File: config.mk
export PLATFORM = sky130hd
export DESIGN_NAME = nested_loop_counter
export DESIGN_NICKNAME = d
export VERILOG_FILES = /design/src/rtl/ctrl_pkg.sv /design/src/rtl/nested_loop_counter_loop_level.sv /design/src/rtl/nested_loop_counter.sv
export SDC_FILE = /design/constraint.sdc
export NUM_CORES = 1
export LEC_CHECK = 0
export BUFFER_PORTS_ARGS = -buffer_cell sky130_fd_sc_hd__buf_2
export CAP_MARGIN = 15
export CORE_UTILIZATION = 33
export CTS_CLUSTER_SIZE = 28
export DETAILED_ROUTE_END_ITERATION = 10
export PLACE_DENSITY = 0.57
export SLEW_MARGIN = 20
export SYNTH_ARGS = -nofsm -noshare
export SYNTH_HDL_FRONTEND = slang
export SYNTH_SLANG_ARGS = --single-unit
File: constraint.sdc
create_clock -name clk -period 2.75 [get_ports clk]
set_clock_uncertainty 0.15 [all_clocks]
set_input_delay 0.55 -clock clk [delete_from_list [all_inputs] [get_ports clk]]
set_output_delay 0.55 -clock clk [all_outputs]
set_load 0.005 [all_outputs]
File: src/rtl/ctrl_pkg.sv
// Shared controller definitions for the address-generator blocks:
// FSM state encoding and trip-count normalisation.
package ctrl_pkg;

    typedef enum logic {
        IDLE = 1'b0,
        RUN  = 1'b1
    } ctrl_state_t;

    // A zero trip count is treated as one iteration so that a level
    // never free-runs through its whole counter range.
    function automatic logic [31:0] norm_bound(input logic [31:0] b);
        return (b == 32'd0) ? 32'd1 : b;
    endfunction

endpackage

File: src/rtl/nested_loop_counter_loop_level.sv
// One level of the loop nest: counts 0..bound-1, advancing on carry_in.
// Ports: clk, rst (async high), clear (sync), bound (normalised, >=1),
//   carry_in, count, at_final (count==bound-1), carry_out (wrapping now).
module loop_level #(
    parameter int WIDTH = 4
) (
    input  logic             clk,
    input  logic             rst,
    input  logic             clear,
    input  logic [WIDTH-1:0] bound,
    input  logic             carry_in,
    output logic [WIDTH-1:0] count,
    output logic             at_final,
    output logic             carry_out
);

    assign at_final  = (count == bound - WIDTH'(1));
    assign carry_out = carry_in & at_final;

    always_ff @(posedge clk or posedge rst) begin
        if (rst)
            count <= '0;
        else if (clear)
            count <= '0;
        else if (carry_in)
            count <= at_final ? '0 : count + WIDTH'(1);
    end

endmodule

File: src/rtl/nested_loop_counter.sv
// Chained loop counters (level 0 innermost) running one pass per start.
// Ports: clk, rst (async high), clear, start, en, bounds[L*W] in;
//   counts[L*W], wrap[L] (pulse), last (comb), busy, done (pulse) out.
module nested_loop_counter
    import ctrl_pkg::*;
#(
    parameter int NUM_LEVELS = 3,
    parameter int WIDTH      = 4
) (
    input  logic                        clk,
    input  logic                        rst,
    input  logic                        clear,
    input  logic                        start,
    input  logic                        en,
    input  logic [NUM_LEVELS*WIDTH-1:0] bounds,
    output logic [NUM_LEVELS*WIDTH-1:0] counts,
    output logic [NUM_LEVELS-1:0]       wrap,
    output logic                        last,
    output logic                        busy,
    output logic                        done
);

    ctrl_state_t                 state;
    logic [NUM_LEVELS*WIDTH-1:0] bnd_q;
    logic [NUM_LEVELS*WIDTH-1:0] bnd_norm;
    logic [NUM_LEVELS-1:0]       at_final;
    logic [NUM_LEVELS-1:0]       cin;
    logic [NUM_LEVELS-1:0]       cout;
    logic                        adv;

    assign adv  = (state == RUN) & en & ~clear;
    assign last = (state == RUN) & (&at_final);
    assign busy = (state == RUN);

    always_comb begin
        bnd_norm = '0;
        for (int i = 0; i < NUM_LEVELS; i++)
            bnd_norm[i*WIDTH +: WIDTH] =
                WIDTH'(norm_bound(32'(bounds[i*WIDTH +: WIDTH])));
    end

    for (genvar i = 0; i < NUM_LEVELS; i++) begin : g_lvl
        if (i == 0) begin : g_first
            assign cin[i] = adv;
        end else begin : g_chain
            assign cin[i] = cout[i-1];
        end

        loop_level #(.WIDTH(WIDTH)) u_lvl (
            .clk       (clk),
            .rst       (rst),
            .clear     (clear),
            .bound     (bnd_q[i*WIDTH +: WIDTH]),
            .carry_in  (cin[i]),
            .count     (counts[i*WIDTH +: WIDTH]),
            .at_final  (at_final[i]),
            .carry_out (cout[i])
        );
    end

    always_ff @(posedge clk or posedge rst) begin
        if (rst) begin
            state <= IDLE;
            bnd_q <= '0;
            wrap  <= '0;
            done  <= 1'b0;
        end else begin
            // wrap/done describe the step taken on this edge, so they
            // are qualified by the same advance term as the counters.
            wrap <= cout;
            done <= adv & last;
            if (clear) begin
                state <= IDLE;
            end else begin
                unique case (state)
                    IDLE: begin
                        if (start) begin
                            state <= RUN;
                            bnd_q <= bnd_norm;
                        end
                    end
                    RUN: begin
                        if (en && last)
                            state <= IDLE;
                    end
                    default: state <= IDLE;
                endcase
            end
        end
    end

endmodule
==> results.sh <==
export IMPL_status="finished clean"
export IMPL_detail_route_antenna_nets=0
export IMPL_path_max_fanout=3
export IMPL_synthCells=146
export IMPL_drc=0
export IMPL_htree_levels=2
export IMPL_p_leak_nw=0.9301
export IMPL_worst_slew_pin_slew_ns=0.3918
export IMPL_report_final_hold_viol_count=0
export IMPL_drive_gt1_share_pct=31.05
export IMPL_crit_required_ns=2.05
export IMPL_reg2reg_slack_ns=0.26
export IMPL_busiest_layer="met2"
export IMPL_cts_tree="yes"
export IMPL_timing_fmax_mhz=383.1
export IMPL_dp_hpwl_um=2380
export IMPL_hp_class="in2async"
export IMPL_coreArea_um2=4384
export IMPL_grt_pass1_wl_um=5299
export IMPL_period_minus_slack_ns=2.610
export IMPL_period_share_pct=94.92
export IMPL_syn_area_per_cell_um2=10.39
export IMPL_ys_seq_area_share_pct=47.85
export IMPL_clock_sinks=29
export IMPL_timing_final_ws_setup_ns=0.1397
export IMPL_synth_main_ff_cell="dfrtp_1"
export IMPL_n_antenna_cell=0
export IMPL_yosys_register_bits=29
export IMPL_cp_end_kind="output port"
export IMPL_vias=1236
export IMPL_p_total_mw=1.084
export IMPL_worstSetupPathType="reg2out"
export IMPL_initialDrtViolationCount=41
export IMPL_maxSlewViolCount=0
export IMPL_dp_slack_ns=0.2066
export IMPL_synth_edf_count=0
export IMPL_start_util_pct=34.59
export IMPL_finalSetupViolations=0
export IMPL_dieArea_um2=4871
export IMPL_gr_usage_met1_pct=18.55
export IMPL_cts_buffer_depth=2
export IMPL_grt_overflow_total=0
export IMPL_nets=213
export IMPL_gp_congestion=0.8316
export IMPL_placed_area_um2=1770
export IMPL_slew_headroom_pct=73.77
export IMPL_yosys_warnings=0
export IMPL_grt_usage_pct=14.24
export IMPL_drt_vias_per_instance=5.107
export IMPL_layout_cells_non_filler=242
export IMPL_netlist_area_um2=1516
export IMPL_power_density_nw_per_um2=570.8
export IMPL_netlist_area_leader_share_pct=47.85
export IMPL_grt_max_degree=30
export IMPL_synthDistinctLibCells=34
export IMPL_die_x_um=69.79
export IMPL_cts_made_buffers=5
export IMPL_clkLatencyLatePin_ns=0.28
export IMPL_drt_total_wl_um=3204
export IMPL_met3_usage_pct=6.541
export IMPL_drtPass1Iterations=4
export IMPL_synthTopCellsByArea="dfrtp_1 48%, ha_1 5.0%, xor2_1 4.6%, mux2_2 4.5%, o21ai_0 4.3%"
export IMPL_final_common_cell="buf_2"
export IMPL_rsz0062_at_grt="no"
export IMPL_arrival_ns=1.91
export IMPL_yosys_area_top_type="dfrtp_1"
export IMPL_cp_start_kind="register"
export IMPL_path_clk_slew_ns=0.06
export IMPL_max_cap_violations=0
export IMPL_vdd_drop_max_uv=236.4
export IMPL_dieHeight_um=69.79
export IMPL_ios=35
export IMPL_fp_row_count=24
export IMPL_final_cell_mix="34 x buf_2, 29 x dfrtp_1, 13 x o21ai_0"
export IMPL_first_global_vias=1152
export IMPL_post_route_cell_area_um2=1899
export IMPL_port_buffer_count=34
export IMPL_hold_ws_ns=0.1748
export IMPL_dp_cells=232
export IMPL_root_buffer="clkbuf_8"
export IMPL_grtUsageMet2_pct=20.30
export IMPL_fin_tns_setup_ns=0
export IMPL_antenna_found_initial=0
export IMPL_syn2layout_area_growth_pct=25.25
export IMPL_wl_per_cell_um=13.24
export IMPL_synthArstFlopShare_pct=100.0
export IMPL_final_util_pct=43.32
export IMPL_syn_nets=169
## state kept, by name, summed over array words and instances (netlist names)
| register | cells |
|---|---|
| bnd_q | 12 |
| g_lvl.u_lvl.count | 12 |
| wrap | 3 |
| busy | 1 |
| done | 1 |
## Yosys cell counts (all sizes together), types with 2 or more instances
master / count
ha: 6
nand3: 8
dfrtp: 29
and3: 2
xor2: 8
or3: 2
nor2: 5
clkbuf: 4
inv: 10
nor3: 9
nor3b: 2
a211oi: 2
a21oi: 4
nand4: 2
mux2: 6
nand2: 9
o32ai: 2
o21bai: 2
nand2b: 2
o21ai: 13
xnor2: 7
## repair_timing
item | in CTS | in global routing
endpoints found under the setup margin | 1 | 1
gates resized for setup | 2 | 3
pin swaps | 1 | 4
gates cloned | 0 | 0
hold buffers | 0 | 0
setup buffers | 1 | 2
## worst max-delay path: stages, from the launching register on
cell     delay, ns
dfrtp_1       0.39
inv_1         0.08
ha_1          0.15
xor3_1        0.23
nor3_2        0.22
nand2_2       0.11
nor2_4        0.14
and3_4        0.19
buf_2         0.10
## layout make-up
| type | count | area [um2] |
|---|---|---|
| Multi-Input combinational cell | 103 | 762.0 |
| Fill cell | 430 | 2485 |
| Inverter | 10 | 37.54 |
| Sequential cell | 29 | 725.7 |
| Clock buffer | 7 | 86.33 |
| Timing Repair Buffer | 41 | 222.7 |
| Tap cell | 52 | 65.06 |
## worst paths after layout
| kind | startpoint | end | depth (start not counted) |
|---|---|---|---|
| setup / recovery | bnd_q[8] | last | 8 |
| hold reg to reg | bnd_q[11] | bnd_q[11] | 1 |
| min in group clk | bounds[1] | bnd_q[1] | 3 |
| hold / removal | rst | bnd_q[3] | 3 |
| setup reg to reg | bnd_q[0] | g_lvl[1].u_lvl.count[0] | 8 |
| max in group asynchronous | rst | g_lvl[0].u_lvl.count[1] | 3 |
## report_power, final
group / switching (mW) / internal (mW) / total [mW]
Combinational: 0.119 / 0.119 / 0.237
Clock: 0.149 / 0.198 / 0.347
Sequential: 0.0349 / 0.465 / 0.500
Total: 0.303 / 0.781 / 1.08
## layer usage
layer	routed length, um	vias to the layer above	part of all wire [%]
li1	-	608	-
met1	1457	579	45
met2	1422	41	44
met3	265	8	8.3
met4	59	0	1.8
met5	0	-	0
## cell families after synthesis
family	after synthesis	synth area share [%]
AND/OR/NAND/NOR	43	14.44
XOR/XNOR	17	11.72
AO/OA/AOI/OAI	31	13.04
buffers and inverters	14	3.548
adder cells (fa/ha/maj)	6	4.950
flip-flops	29	47.86
multiplexers	6	4.455
Note: power is estimated with default switching activity, not from simulation.
